$ cat src/rtl/pipe_stage_skid.sv
// rtl/pipe_stage_skid.sv - two-entry skid-buffered pipeline stage with flush/freeze; optional PIPE_STAGE_STATS_EN stats counters
module pipe_stage_skid #(
    parameter int DATA_W = 150,
    parameter int CNT_W  = 16
) (
    input  logic              clk,
    input  logic              rst,
    input  logic              flush,
    input  logic              freeze,
    input  logic              in_valid,
    output logic              in_ready,
    input  logic [DATA_W-1:0] in_data,
    output logic              out_valid,
    input  logic              out_ready,
    output logic [DATA_W-1:0] out_data,
    output logic [1:0]        occupancy
`ifdef PIPE_STAGE_STATS_EN
    ,
    output logic [CNT_W-1:0]  stall_cnt,
    output logic [CNT_W-1:0]  bubble_cnt,
    output logic [CNT_W-1:0]  flush_cnt
`endif
);

    // Encoding doubles as the entry count.
    typedef enum logic [1:0] {
        EMPTY = 2'd0,
        ONE   = 2'd1,
        FULL  = 2'd2
    } state_t;

    state_t            state_q, state_d;
    logic [DATA_W-1:0] main_q, main_d;
    logic [DATA_W-1:0] skid_q, skid_d;
    logic              acc;
    logic              pop;

    // Handshake terms; reset also blocks acceptance while it is held.
    always_comb begin
        in_ready  = (state_q != FULL) && !freeze && !flush && !rst;
        out_valid = (state_q != EMPTY) && !freeze && !flush;
        acc       = in_valid && in_ready;
        pop       = out_valid && out_ready;
    end

    assign out_data  = main_q;
    assign occupancy = state_q;

    // Next-state and data movement; flush wins over everything, freeze
    // holds because it forces acc and pop low.
    always_comb begin
        state_d = state_q;
        main_d  = main_q;
        skid_d  = skid_q;
        if (flush) begin
            state_d = EMPTY;
            main_d  = '0;
            skid_d  = '0;
        end else begin
            case (state_q)
                EMPTY: begin
                    if (acc) begin
                        main_d  = in_data;
                        state_d = ONE;
                    end
                end
                ONE: begin
                    if (acc && !pop) begin
                        skid_d  = in_data;
                        state_d = FULL;
                    end else if (acc && pop) begin
                        main_d  = in_data;
                    end else if (pop) begin
                        state_d = EMPTY;
                    end
                end
                FULL: begin
                    if (pop) begin
                        main_d  = skid_q;
                        state_d = ONE;
                    end
                end
                default: begin
                    state_d = EMPTY;
                end
            endcase
        end
    end

    // State and payload registers.
    always_ff @(posedge clk or posedge rst) begin
        if (rst) begin
            state_q <= EMPTY;
            main_q  <= '0;
            skid_q  <= '0;
        end else begin
            state_q <= state_d;
            main_q  <= main_d;
            skid_q  <= skid_d;
        end
    end

`ifdef PIPE_STAGE_STATS_EN
    logic [CNT_W-1:0] stall_cnt_q, stall_cnt_d;
    logic [CNT_W-1:0] bubble_cnt_q, bubble_cnt_d;
    logic [CNT_W-1:0] flush_cnt_q, flush_cnt_d;

    // Saturating event counters.
    always_comb begin
        stall_cnt_d  = stall_cnt_q;
        bubble_cnt_d = bubble_cnt_q;
        flush_cnt_d  = flush_cnt_q;
        if (in_valid && !in_ready && (stall_cnt_q != '1)) begin
            stall_cnt_d = stall_cnt_q + 1'b1;
        end
        if (out_ready && !out_valid && (bubble_cnt_q != '1)) begin
            bubble_cnt_d = bubble_cnt_q + 1'b1;
        end
        if (flush && (flush_cnt_q != '1)) begin
            flush_cnt_d = flush_cnt_q + 1'b1;
        end
    end

    // Counter registers.
    always_ff @(posedge clk or posedge rst) begin
        if (rst) begin
            stall_cnt_q  <= '0;
            bubble_cnt_q <= '0;
            flush_cnt_q  <= '0;
        end else begin
            stall_cnt_q  <= stall_cnt_d;
            bubble_cnt_q <= bubble_cnt_d;
            flush_cnt_q  <= flush_cnt_d;
        end
    end

    assign stall_cnt  = stall_cnt_q;
    assign bubble_cnt = bubble_cnt_q;
    assign flush_cnt  = flush_cnt_q;
`else
    logic unused_cnt_w;
    assign unused_cnt_w = (CNT_W > 0);
`endif

endmodule
$ cat config.mk
export PLATFORM = sky130hd
export DESIGN_NAME = pipe_stage_skid
export DESIGN_NICKNAME = d
export VERILOG_FILES = /design/src/rtl/pipe_stage_skid.sv
export SDC_FILE = /design/constraint.sdc
export NUM_CORES = 1
export LEC_CHECK = 0
export CORE_MARGIN = 10
export CORE_UTILIZATION = 48
export DETAILED_ROUTE_END_ITERATION = 8
export GPL_TIMING_DRIVEN = 0
export HOLD_SLACK_MARGIN = 0.03
export PLACE_DENSITY = 0.83
export REMOVE_ABC_BUFFERS = 1
export SYNTH_ARGS = -nofsm -noshare
export SYNTH_HDL_FRONTEND = slang
export SYNTH_SLANG_ARGS = --single-unit
$ cat constraint.sdc
create_clock -name clk -period 11.9 [get_ports clk]
set_clock_uncertainty 0.1 [all_clocks]
set_input_delay 1.19 -clock clk [delete_from_list [all_inputs] [get_ports clk]]
set_output_delay 1.19 -clock clk [all_outputs]
set_load 0.1 [all_outputs]
==> results.yml <==
synthesis:
  synth_edf_count: 0
  syn_avg_cell_area_sq_um: 9.40
  synthXorXnorAreaFrac_pct: 0.0622
  synthArstFlopShare_pct: 100
  synth-compound-area-share_pct: 10.9
  synthSimpleGateAreaFrac_pct: 16.7
  synth_top_area_share_pct: 53.7
  yosys-top-cells-count: "nand2_1 (602), a21oi_1 (302), dfrtp_1 (302)"
  synthMuxAreaShare_pct: 14.7
  yosysWarningCount: 0
  synth-main-ff-cell: "dfrtp_1"
  yosysMostFrequentCell: "nand2_1"
  seq_area_frac_synth_pct: 53.7
  syn_area_sq_um: 14100
  synth_area_leaders: "dfrtp_1 (54%), nand2_1 (16%), a21oi_1 (11%), mux2_4 (11%), mux2_1 (2.8%)"
  synth_adder_area_share_pct: 0
  yosysTopAreaCell: "dfrtp_1"
  yosys.cell_types.count: 23
  synth_seq_cells: 302
  syn-instance-count: 1497
  synth_top_family_by_area: "simple AND/OR/NAND/NOR gates"
timing:
  hold_viol: 0
  hold_ws_ns: 0.385
  finalSetupTns_ns: 0
  period_share_pct: 41.1
  finalCriticalPeriod_ns: 4.89
  worst_pin_slew_ns: 1.07
  max_freq_mhz: 205
  setup_ws_ns: 7.01
  finalMaxSlewViolations: 0
  setup_viol: 0
  max-slew-margin-rel_pct: 28.3
  rsz0062_at_grt: "false"
place:
  post-place-ws_ns: 6.95
  io_buffers: 309
  hpwl_um: 27200
  gp_congestion: 0.758
cts:
  cts_sinks: 302
  cts-htree-levels: 2
  ctsResizeCount: 0
  cts_tree: "done"
  post_cts_buffers: 0
  clock_latency_ns: 0.50
  cts_hold_repair.buffers: 0
  clock-root-buffer: "clkbuf_16"
  path_clk_slew_ns: 0.05
  cts_made_buffers: 35
  cts_max_path_buffers: 3
floorplanning:
  core_sq_um: 28800
  start_util_pct: 48.9
  std_cell_rows: 62
  io_pins: 310
  die_y_um: 191
  die_width_um: 191
  die-area_sq_um: 36600
global_route:
  grt_pass1_wl_um: 65500
  antenna_found_initial: 5
  grt_max_degree: 156
  grt_pass1_vias: 12100
  grt-ovfl-total: 0
  grtUsageTotal_pct: 21.9
drt:
  vias: 11800
  drt_wl_total_um: 41300
  via_per_inst: 5.46
  wl_per_cell_um: 19.1
  drc: 0
  antenna_left: 0
  drtIter0Drc: 998
  dr.pass1.iters: 6
job:
  cap_violations: 0
worst_setup_path:
  cp.required_ns: 10.61
  cp-end-kind: "primary output"
  critPathKind: "in -> out"
  worstPathMaxFanout: 155
  cp-start-kind: "primary input"
  cp_data_arrival_time_ns: 3.60
final_layout:
  nets: 1907
  syn_to_final_growth_pct: 33.8
  drive_above_1_share_pct: 11.5
  fillers: 2159
hold_path:
  min_path_type: "reg -> reg"
power:
  power_density_nw_per_um2: 154
  peakVddDrop_uv: 151
  p_total_w: 0.00291
  p_leak_nw: 8.36
outcome:
  status: "completed"
-- per-stage QoR --
step                      instance area [sq um]  utilization (%)  cells
after floorplan                           13500                -   1377
after global placement                    17100             59.4   2070
after detailed placement                  17700             61.4   2098
after CTS                                 18800             65.4   2159
after global routing                      18800             65.4   2163
final                                     18800             65.4   2164
-- final cells by class --
| type | instances | area, sq um | share of cell area, % |
|---|---|---|---|
| Sequential cell | 302 | 7560 | 40.1 |
| Timing Repair Buffer | 337 | 3650 | 19.4 |
| Multi-Input combinational cell | 1073 | 5980 | 31.8 |
| Antenna cell | 5 | 12.5 | 0.0665 |
| Clock buffer | 51 | 1050 | 5.57 |
| Tap cell | 384 | 480 | 2.55 |
| Clock inverter | 10 | 81.3 | 0.432 |
| Inverter | 2 | 15.0 | 0.0798 |
-- layer usage --
metal  up-vias  wire length (um)  GRT usage (%)
met1      5872             16000           26.6
met2       430             20000           35.6
met3        96              3650           6.51
met4         2              1640           9.07
li1       5413                 -              -
met5         -                18              0
-- state kept, by name, summed over array words and instances, names as in the netlist --
name       cells
occupancy      2
out_data     150
skid_q       150
-- kinds of logic after synthesis --
group | after synthesis
buffers and inverters | 122
xor gates and xnor gates | 1
DFF | 302
AOI/OAI and AO/OA | 306
and+or+nand+nor | 616
muxes | 150
-- worst paths after layout --
path / startpoint / end / slack, ns / cells after the start
setup / recovery: flush / in_ready / 7.01 / 4
hold reg to reg: out_data[115] / out_data[115] / 0.39 / 1
hold / removal: out_data[115] / out_data[115] / 0.39 / 1
max in group asynchronous: rst / out_data[138] / 9.47 / 3
min in group asynchronous: rst / skid_q[109] / 1.19 / 2
setup reg to reg: occupancy[1] / out_data[96] / 8.71 / 6
-- power by group --
part           internal [W]  leakage, nW  total (W)  switching, W
Clock              0.000632        0.560    0.00105      0.000415
Combinational      0.000218         3.74   0.000746      0.000528
Sequential          0.00108         4.06    0.00111     0.0000342
Total               0.00193         8.36    0.00291      0.000977
-- worst max-delay path, cell delays in order --
cell and delay (ns):
buf_8 0.58, buf_16 0.48, nor4_1 0.15, clkdlybuf4s50_1 1.02
-- cells in the final DEF, fill, tap and decap left out, drive strengths merged, types with 4 or more instances in the layout --
cell             n
diode            5
clkinv           8
clkbuf          51
nor2             4
dfrtp          302
nand2          602
mux2           150
clkdlybuf4s50  308
buf             29
a21oi          302
(Power assumes the default switching activity.)
